===== src/rtl/shift_arbiter.sv =====
// Two-port round-robin front end for a shared, externally pipelined barrel shifter.
// Carries tag/port sideband alongside the shifter pipe and holds each result in an output register.
module shift_arbiter #(
  parameter int WIDTH     = 32,
  parameter int WIDTHDIST = 5,
  parameter int PIPELINE  = 2,
  parameter int TAGW      = 4
) (
  input  logic                 clock,
  input  logic                 aclr_n,
  input  logic                 flush,

  input  logic                 req0_valid,
  output logic                 req0_ready,
  input  logic [WIDTH-1:0]     req0_data,
  input  logic [WIDTHDIST-1:0] req0_distance,
  input  logic                 req0_direction,
  input  logic [TAGW-1:0]      req0_tag,

  input  logic                 req1_valid,
  output logic                 req1_ready,
  input  logic [WIDTH-1:0]     req1_data,
  input  logic [WIDTHDIST-1:0] req1_distance,
  input  logic                 req1_direction,
  input  logic [TAGW-1:0]      req1_tag,

  output logic                 sh_aclr,
  output logic                 sh_clken,
  output logic [WIDTH-1:0]     sh_data,
  output logic [WIDTHDIST-1:0] sh_distance,
  output logic                 sh_direction,
  input  logic [WIDTH-1:0]     sh_result,

  output logic                 out_valid,
  input  logic                 out_ready,
  output logic [WIDTH-1:0]     out_result,
  output logic [TAGW-1:0]      out_tag,
  output logic                 out_port,
  output logic                 busy
);

  logic            ptr_q, ptr_d;
  logic            grant_valid;
  logic            grant_port;
  logic            issue;
  logic [TAGW-1:0] issue_tag;

  logic            pe_valid;
  logic            pe_port;
  logic [TAGW-1:0] pe_tag;
  logic            sb_any;

  logic             out_valid_q, out_valid_d;
  logic             load;
  logic [WIDTH-1:0] out_result_q;
  logic [TAGW-1:0]  out_tag_q;
  logic             out_port_q;

  assign sh_aclr  = ~aclr_n;
  assign sh_clken = ~out_valid_q | out_ready;

  always_comb begin
    grant_valid = 1'b0;
    grant_port  = 1'b0;
    if (req0_valid && req1_valid) begin
      grant_valid = 1'b1;
      grant_port  = ptr_q;
    end else if (req0_valid) begin
      grant_valid = 1'b1;
      grant_port  = 1'b0;
    end else if (req1_valid) begin
      grant_valid = 1'b1;
      grant_port  = 1'b1;
    end
  end

  // aclr_n in the issue term keeps both readys low while reset is held
  assign issue      = grant_valid & sh_clken & ~flush & aclr_n;
  assign req0_ready = issue & ~grant_port;
  assign req1_ready = issue &  grant_port;

  assign sh_data      = grant_port ? req1_data      : req0_data;
  assign sh_distance  = grant_port ? req1_distance  : req0_distance;
  assign sh_direction = grant_port ? req1_direction : req0_direction;
  assign issue_tag    = grant_port ? req1_tag       : req0_tag;

  assign ptr_d = issue ? ~grant_port : ptr_q;

  generate
    if (PIPELINE == 0) begin : g_nopipe
      assign pe_valid = issue;
      assign pe_tag   = issue_tag;
      assign pe_port  = grant_port;
      assign sb_any   = 1'b0;
    end else begin : g_pipe
      logic [PIPELINE-1:0] sb_valid_q;
      logic [PIPELINE-1:0] sb_port_q;
      logic [TAGW-1:0]     sb_tag_q [PIPELINE];

      always_ff @(posedge clock or negedge aclr_n) begin
        if (!aclr_n) begin
          sb_valid_q <= '0;
          sb_port_q  <= '0;
          for (int i = 0; i < PIPELINE; i++) sb_tag_q[i] <= '0;
        end else begin
          if (sh_clken) begin
            sb_valid_q[0] <= issue;
            sb_port_q[0]  <= grant_port;
            sb_tag_q[0]   <= issue_tag;
            for (int i = 1; i < PIPELINE; i++) begin
              sb_valid_q[i] <= sb_valid_q[i-1];
              sb_port_q[i]  <= sb_port_q[i-1];
              sb_tag_q[i]   <= sb_tag_q[i-1];
            end
          end
          // results still inside the shifter are dropped by killing their valids
          if (flush) sb_valid_q <= '0;
        end
      end

      assign pe_valid = sb_valid_q[PIPELINE-1];
      assign pe_tag   = sb_tag_q[PIPELINE-1];
      assign pe_port  = sb_port_q[PIPELINE-1];
      assign sb_any   = |sb_valid_q;
    end
  endgenerate

  assign load = pe_valid & sh_clken & ~flush;

  always_comb begin
    out_valid_d = out_valid_q;
    if (flush)          out_valid_d = 1'b0;
    else if (load)      out_valid_d = 1'b1;
    else if (out_ready) out_valid_d = 1'b0;
  end

  always_ff @(posedge clock or negedge aclr_n) begin
    if (!aclr_n) begin
      ptr_q        <= 1'b0;
      out_valid_q  <= 1'b0;
      out_result_q <= '0;
      out_tag_q    <= '0;
      out_port_q   <= 1'b0;
    end else begin
      ptr_q       <= ptr_d;
      out_valid_q <= out_valid_d;
      if (load) begin
        out_result_q <= sh_result;
        out_tag_q    <= pe_tag;
        out_port_q   <= pe_port;
      end
    end
  end

  assign out_valid  = out_valid_q;
  assign out_result = out_result_q;
  assign out_tag    = out_tag_q;
  assign out_port   = out_port_q;
  assign busy       = sb_any | out_valid_q;

endmodule


===== config.mk =====
export PLATFORM = sky130hd
export DESIGN_NAME = shift_arbiter
export DESIGN_NICKNAME = d
export VERILOG_FILES = /design/src/rtl/shift_arbiter.sv
export SDC_FILE = /design/constraint.sdc
export NUM_CORES = 1
export LEC_CHECK = 0
export BUFFER_PORTS_ARGS = -buffer_cell sky130_fd_sc_hd__buf_2
export CAP_MARGIN = 30
export CORE_UTILIZATION = 43
export DETAILED_ROUTE_END_ITERATION = 10
export PLACE_DENSITY = 0.86
export SYNTH_ARGS = -nofsm -noshare
export SYNTH_HDL_FRONTEND = slang
export SYNTH_SLANG_ARGS = --single-unit

===== constraint.sdc =====
create_clock -name clock -period 3.8 [get_ports clock]
set_input_delay 0.19 -clock clock [delete_from_list [all_inputs] [get_ports clock]]
set_output_delay 0.19 -clock clock [all_outputs]
set_load 0.02 [all_outputs]

=== Yosys cells after proc, flatten, opt, wreduce, memory -nomap -nowiden ===
Cells that the tools add are included.

* Register bits after elaboration: 51
* Input port bits: 122
* Logic and storage cells: 40

* Mux-type cells: 14
* Bitwise logic cells: 13
* Reductions and logical operators: 4

{| class="wikitable"
|+ Operator list
! cell !! number
|-
| $mux 32 || 1
|-
| $mux 1 || 9
|-
| $and 1x1->1 || 7
|-
| $mux 5 || 1
|-
| $mux 2 || 2
|-
| $mux 4 || 1
|-
| $not 1->1 || 4
|-
| $reduce_bool 3->1 || 1
|-
| $or 1x1->1 || 2
|-
| $reduce_bool 2->1 || 1
|-
| $reduce_or 2->1 || 1
|-
| $logic_and 1x1->1 || 1
|}

=== Depth between registers and ports, before layout ===
Gate-level depths: netlist of the first run.

* Depth in word-level cells: 8
* Depth in mapped cells: 6

=== Worst setup path before layout of the first run ===
No wires, ideal clock.

* Path type: flip-flop to flip-flop
* Start point: reg out_valid_q, in the netlist out_valid
* End point: reg out_port_q, in the netlist out_port
* Data arrival time: 1486 ps
* Data required time: 3675 ps
* Setup slack: 2189 ps
* Stages on the path, launching flop included: 7
* Clock period less this slack: 1611 ps
* Cells stage by stage: dfrtp_1 > nor2b_4 > buf_6 > nor3b_2 > buf_6 > buf_12 > mux2_4

* Longest elaborated chain between the ends: 4

{| class="wikitable"
|+ Ends and longest elaborated chain
! element !! line !! RTL
|-
| start, declared || 53 || <nowiki>logic out_valid_q, out_valid_d;</nowiki>
|-
| start signal, assigned || 146 || <nowiki>out_valid_q <= out_valid_d;</nowiki>
|-
| $not 1->1 || 60 || <nowiki>assign sh_clken = ~out_valid_q | out_ready;</nowiki>
|-
| $or 1x1->1 || 60 ||
|-
| $and 1x1->1 (2 in series) || 128 || <nowiki>assign load = pe_valid & sh_clken & ~flush;</nowiki>
|-
| end signal, assigned || 150 || <nowiki>out_port_q <= pe_port;</nowiki>
|-
| end, declared || 57 || <nowiki>logic out_port_q;</nowiki>
|}

No other way between the ends.
A chain may end at the register's enable or synchronous reset.

=== Worst setup path after layout of the first run ===
* Start point: reg ptr_q
* End point: out sh_distance[0]

* Longest elaborated chain between the ends: 2

{| class="wikitable"
|+ Ends and longest elaborated chain
! element !! line !! RTL
|-
| start, declared || 42 || <nowiki>logic ptr_q, ptr_d;</nowiki>
|-
| start signal, assigned || 145 || <nowiki>ptr_q <= ptr_d;</nowiki>
|-
| $mux 1 || 65 || <nowiki>if (req0_valid && req1_valid) begin</nowiki>
|-
| $mux 5 || 83 || <nowiki>assign sh_distance = grant_port ? req1_distance : req0_distance;</nowiki>
|-
| end, declared || 30 || <nowiki>output logic [WIDTHDIST-1:0] sh_distance,</nowiki>
|}

No other way between the ends.

==> impl_metrics.csv, run 1 <==
group,metric,value,unit
outcome,status,"completed",
layout,seqCellArea,0.00128,mm²
sta,worst_pin_slew,0.882,ns
setup_path,startpoint_type,"flop",
floorplan,ios,203,
setup_path,cp_top_family,"buffers and inverters",
sta,timing.setup.tns,0,ns
sta,post-route-min-period,2.32,ns
power,pwr-share-comb,0.406,
setup_path,endpoint_kind,"output pin",
floorplan,die_area,0.00643,mm²
layout,diodes,0,
logic_synthesis,async_flop_share,1.00,
sta,rsz0062_at_grt,"false",
grt,grt_pass1_wl,10600,µm
route,wl,7340,µm
place,portBuffers,202,
logic_synthesis,yosys_warnings,0,
flow_run,cap_violations,0,
sta,timing.final.hold_violations,0,
layout,drive_above_1_share,0.728,
clock_network,cts_tree,"done",
floorplan,coreArea,0.00592,mm²
grt,grt_antenna_before_repair,0,
clock_network,cts_setup_buffers,0,
sta,slew_violations,0,
setup_path,arrival,2.13,ns
route,ant_nets,0,
route,vias,2262,
logic_synthesis,synth_area_per_cell,13.5,µm²
place,dpl.hpwl,5980,µm
power,power.density,467,mW/mm²
power,p_switching,0.618,mW
logic_synthesis,synth.net_count,317,
setup_path,critPathSlowestCell,"dfrtp_1",
clock_network,h-tree-depth,2,
sta,fin_crit_sh,0.610,
place,gp_congestion,0.860,
power,switching_share,0.353,
route,drt_iter0_drc,66,
power,ir_drop,0.310,mV
logic_synthesis,synth_cells,195,
logic_synthesis,synth-edff-count,0,
floorplan,initial_core_util,0.444,
setup_path,path_class,"reg2out",
floorplan,die_w,80.2,µm
grt,grt_use_total,0.223,
clock_network,cts_buffers,5,
sta,fmax,431,MHz
power,p_leak,2.00,nW
power,clockPowerShare,0.171,
logic_synthesis,synthFlopType,"dfrtp_1",
clock_network,cts_resized,0,
logic_synthesis,yosys.area.top_type,"dfrtp_1",
clock_network,clk_latency,0.30,ns
layout,design_area,0.00374,mm²
logic_synthesis,synthDominantCellAreaShare,0.485,
setup_path,cp_cell_sequence,"nand2b_1, nand2_1, buf_4, mux2_2, buf_2",
power,intPower,1.13,mW
clock_network,cts_sinks,51,
sta,whs,0.122,ns
layout,syn2layout_area_growth,42.3,%
route,viasPerCell,4.79,
logic_synthesis,yosysMostFrequentCell,"dfrtp_1",
floorplan,die_h,80.2,µm
grt,grt_pass1_vias,2148,
route,drc,0,
power,pwr-share-seq,0.423,
power,finalPower,1.75,mW
logic_synthesis,synth_area,0.00263,mm²
layout,multiInputGateArea,0.00123,mm²
sta,maxSlewHeadroom,0.411,
setup_path,required,3.61,ns
layout,fin_nets,518,
sta,finalSetupViolCount,0,
logic_synthesis,synth.area.top_cells,"dfrtp_1, mux2_2, mux2_4",
logic_synthesis,yosys-top-cells-count,"dfrtp_1, mux2_2, mux2_4, nand2_1",
logic_synthesis,seq_area_frac_synth,0.485,
min_path,hold_class,"in2reg",
layout,fillers,464,
grt,grt_overflow,0,
route,drt-pass1-iter-count,4,
setup_path,max_stage_delay,0.43,ns
sta,finClkSkew,0.00219,ns
clock_network,cts.path.max_buffers,2,
setup_path,path_max_fanout,37,
logic_synthesis,ys_ff_latch,51,
place,placed_area,0.00365,mm²
clock_network,path_clk_slew,0.09,ns
setup_path,crit_buf_inv,2,
floorplan,rows,28,
clock_network,cts_root_buffer,"clkbuf_8",
route,wire_per_inst,15.5,µm
clock_network,hold_buffers,1,
grt,grt_max_degree,38,
logic_synthesis,ys_types,21,
[flip-flops by register name, indices dropped and copies added (netlist names)]
| name | flops |
|---|---|
| out_tag | 4 |
| out_result | 32 |
| g_pipe.sb_tag_q | 4 |
| ptr_q | 1 |
| g_pipe.sb_valid_q | 2 |
| pe_tag | 4 |
| out_port | 1 |
| g_pipe.sb_port_q | 2 |
| out_valid | 1 |
[final timing paths]
path                                        from                    endpoint  slack [ns]  cells after the start
max                            ptr_q$_DFFE_PN0P_              sh_distance[0]        1.48                      5
min in group asynchronous                 aclr_n   out_result[9]$_DFFE_PN0P_        0.49                      2
min reg2reg                pe_tag[3]$_DFFE_PN0N_       pe_tag[3]$_DFFE_PN0N_        0.47                      2
max in group asynchronous                 aclr_n   out_result[2]$_DFFE_PN0P_        2.56                      3
max reg2reg                out_valid$_DFFE_PN0P_  out_result[26]$_DFFE_PN0P_        1.48                      4
min                                sh_result[14]  out_result[14]$_DFFE_PN0P_        0.12                      2
[cells in the final DEF (no fill, tap or decap), types with 2 or more instances in the layout]
cell type	count
clkbuf_8	5
mux2_4	30
mux2_2	45
or3_1	2
inv_1	4
a21oi_1	7
nor2_1	7
dfrtp_1	51
a31oi_1	4
buf_2	202
nand2_1	21
buf_4	3
o21ai_0	5
[final cells by class]
cell class,instances,share of cell area
flip-flops and latches,51,0.341
multi-input cells,128,0.329
repair buffers,206,0.279
well taps,75,0.0251
clock buffers,6,0.0194
inverters,4,0.00401
clock inverters,2,0.00334
[layer usage]
layer | up-vias | part of all wire | global-route usage
met5 | - | 0 | 0
met4 | 0 | 0.0093 | 0.0589
met3 | 7 | 0.072 | 0.0500
met2 | 119 | 0.52 | 0.405
met1 | 1056 | 0.40 | 0.264
li1 | 1080 | - | -
[stage by stage]
step / util / setup WS (ns) / instances
after global routing: 0.632 / 1.24 / 472
final: 0.632 / 1.48 / 472
after global placement: 0.616 / 1.62 / 463
after floorplan: - / 2.19 / 195
after CTS: 0.632 / 1.47 / 472
after detailed placement: 0.616 / 1.50 / 463
[power groups by stage]
stage | sequential, mW | clock, mW | combinational (mW)
finish | 0.741 | 0.299 | 0.710
global route | 0.756 | 0.326 | 0.757
CTS | 0.741 | 0.306 | 0.717
detailed placement | 0.752 | 0 | 0.712
global placement | 0.744 | 0 | 0.694
floorplan | 0.877 | 0 | 0.315
[kinds of logic (layout without fill, tap and decap cells)]
logic type      Yosys count  count (layout)  synth area share
mux                      75              75             0.364
flops                    51              51             0.485
simple gates             35              35            0.0628
compound gates           18              18            0.0385
buf+inv                  16             218            0.0495
Note: power is estimated with default switching activity, not from simulation.
==> inputs of run 2 (changes only) <==
Settings changed: CORE_UTILIZATION 43 to 40, PLACE_DENSITY 0.86 to 0.81.
Clock period 3.8 ns to 2.24 ns, I/O delays scaled along.
==> impl_metrics.csv, run 2 (synthesis results as in run 1) <==
group,metric,value,unit
outcome,status,"completed",
route,wire_per_inst,15.8,µm
sta,maxSlewHeadroom,0.576,
clock_network,path_clk_slew,0.09,ns
setup_path,regToRegStartpoint,"out_valid$_DFFE_PN0P_",
route,drc,0,
layout,layout_commonest_cell,"buf_2",
route,ant_nets,0,
sta,rsz0062_at_grt,"false",
setup_path,startpoint_type,"flop",
setup_path,path_max_fanout,33,
setup_path,r2r_slack,0.62,ns
power,p_leak,2.02,nW
sta,worst_pin_slew,0.635,ns
grt,grt_pass1_wl,11900,µm
layout,layout_common_cells,"buf_2, dfrtp_1, mux2_2",
route,viasPerCell,4.78,
setup_path,r2r_cells,4,
power,power.density,796,mW/mm²
flow_run,cap_violations,0,
sta,finClkSkew,0.00432,ns
sta,fmax,480,MHz
layout,fin_nets,518,
place,dp_cells,465,
route,drt-pass1-iter-count,4,
route,drt_iter0_drc,44,
sta,timing.final.hold_violations,0,
floorplan,die_w,83.1,µm
layout,fillers,549,
setup_path,timing.rr.end,"out_result[18]$_DFFE_PN0P_",
route,wl,7560,µm
floorplan,ios,203,
grt,grt_pass1_vias,2403,
sta,setup_ws,0.158,ns
clock_network,cts_setup_buffers,0,
sta,timing.setup.tns,0,ns
min_path,whs_path_depth,2,
layout,drive_above_1_share,0.733,
clock_network,cts_resized,0,
floorplan,die_h,83.1,µm
layout,largest_reg_flops,32,
place,gp_congestion,0.920,
min_path,min_to,"out_result[4]$_DFFE_PN0P_",
clock_network,cts_tree,"done",
floorplan,rows,29,
floorplan,die_area,0.00690,mm²
setup_path,required,2.13,ns
route,vias,2280,
grt,grt_use_total,0.222,
clock_network,clk_latency,0.30,ns
power,ir_drop,0.477,mV
clock_network,cts_sinks,51,
grt,grt_max_degree,52,
place,post-place-ws,0.476,ns
sta,finalSetupViolCount,0,
layout,final_cells,477,
place,portBuffers,202,
sta,fin_crit_sh,0.929,
floorplan,coreArea,0.00635,mm²
clock_network,cts_root_buffer,"clkbuf_8",
clock_network,hold_buffers,1,
sta,slew_violations,0,
place,dpl.hpwl,6090,µm
setup_path,arrival,1.97,ns
min_path,hold_class,"in2reg",
grt,grt_overflow,0,
floorplan,initial_core_util,0.414,
grt,grt_antenna_before_repair,5,
setup_path,path_class,"reg2out",
setup_path,endpoint_kind,"output pin",
clock_network,cts_buffers,5,
sta,post-route-min-period,2.08,ns
min_path,min_from,"sh_result[4]",
layout,syn2layout_area_growth,44.5,%
clock_network,cts.path.max_buffers,2,
clock_network,h-tree-depth,2,
-- run 2: through the flow --
| step | util | hold WS (ns) | instance area, µm² | power, mW |
|---|---|---|---|---|
| after CTS | 0.597 | 0.0277 | 3790 | 3.06 |
| after floorplan | - | -0.184 | 2630 | 2.02 |
| after global routing | 0.598 | 0.0211 | 3800 | 3.19 |
| final | 0.598 | 0.0354 | 3800 | 3.02 |
| after global placement | 0.579 | -0.0701 | 3680 | 2.45 |
| after detailed placement | 0.579 | -0.0714 | 3680 | 2.47 |
-- run 2: where the power goes --
group | internal, mW | total [mW] | switching, mW
Sequential | 1.13 | 1.24 | 0.111
Clock | 0.281 | 0.573 | 0.292
Combinational | 0.576 | 1.21 | 0.630
-- run 2: worst max path at each step --
stage	from	to	slack, ns	cells past startpoint
after CTS	ptr_q$_DFFE_PN0P_	sh_data[29]	0.14	5
after global routing	ptr_q$_DFFE_PN0P_	sh_data[10]	0.04	5
final	ptr_q$_DFFE_PN0P_	sh_data[10]	0.16	5
after detailed placement	ptr_q$_DFFE_PN0P_	sh_data[29]	0.48	5
after floorplan	out_valid$_DFFE_PN0P_	out_port$_DFFE_PN0P_	0.63	6
after global placement	ptr_q$_DFFE_PN0P_	sh_data[29]	0.51	5
-- run 2: area by class of cell --
cell class / count / area (µm²) / area share
clock buffers: 7 / 96.3 / 0.0254
diodes: 3 / 7.51 / 0.00198
inverters: 4 / 15.0 / 0.00395
well taps: 77 / 96.3 / 0.0254
multi-input cells: 128 / 1230 / 0.324
repair buffers: 206 / 1070 / 0.281
flip-flops and latches: 51 / 1280 / 0.336
clock inverters: 1 / 7.51 / 0.00198
-- run 2: layer usage --
layer / global-route usage / wire length [µm]
met5: 0 / 20
met4: 0.0940 / 230
met3: 0.0755 / 658
met2: 0.389 / 3820
met1: 0.245 / 2830
-- run 2: critical path, stage by stage (launching register included) --
cell and delay [ns]:
dfrtp_1 0.42, nand2b_1 0.23, nand2_2 0.22, buf_12 0.23, mux2_2 0.38, buf_2 0.17
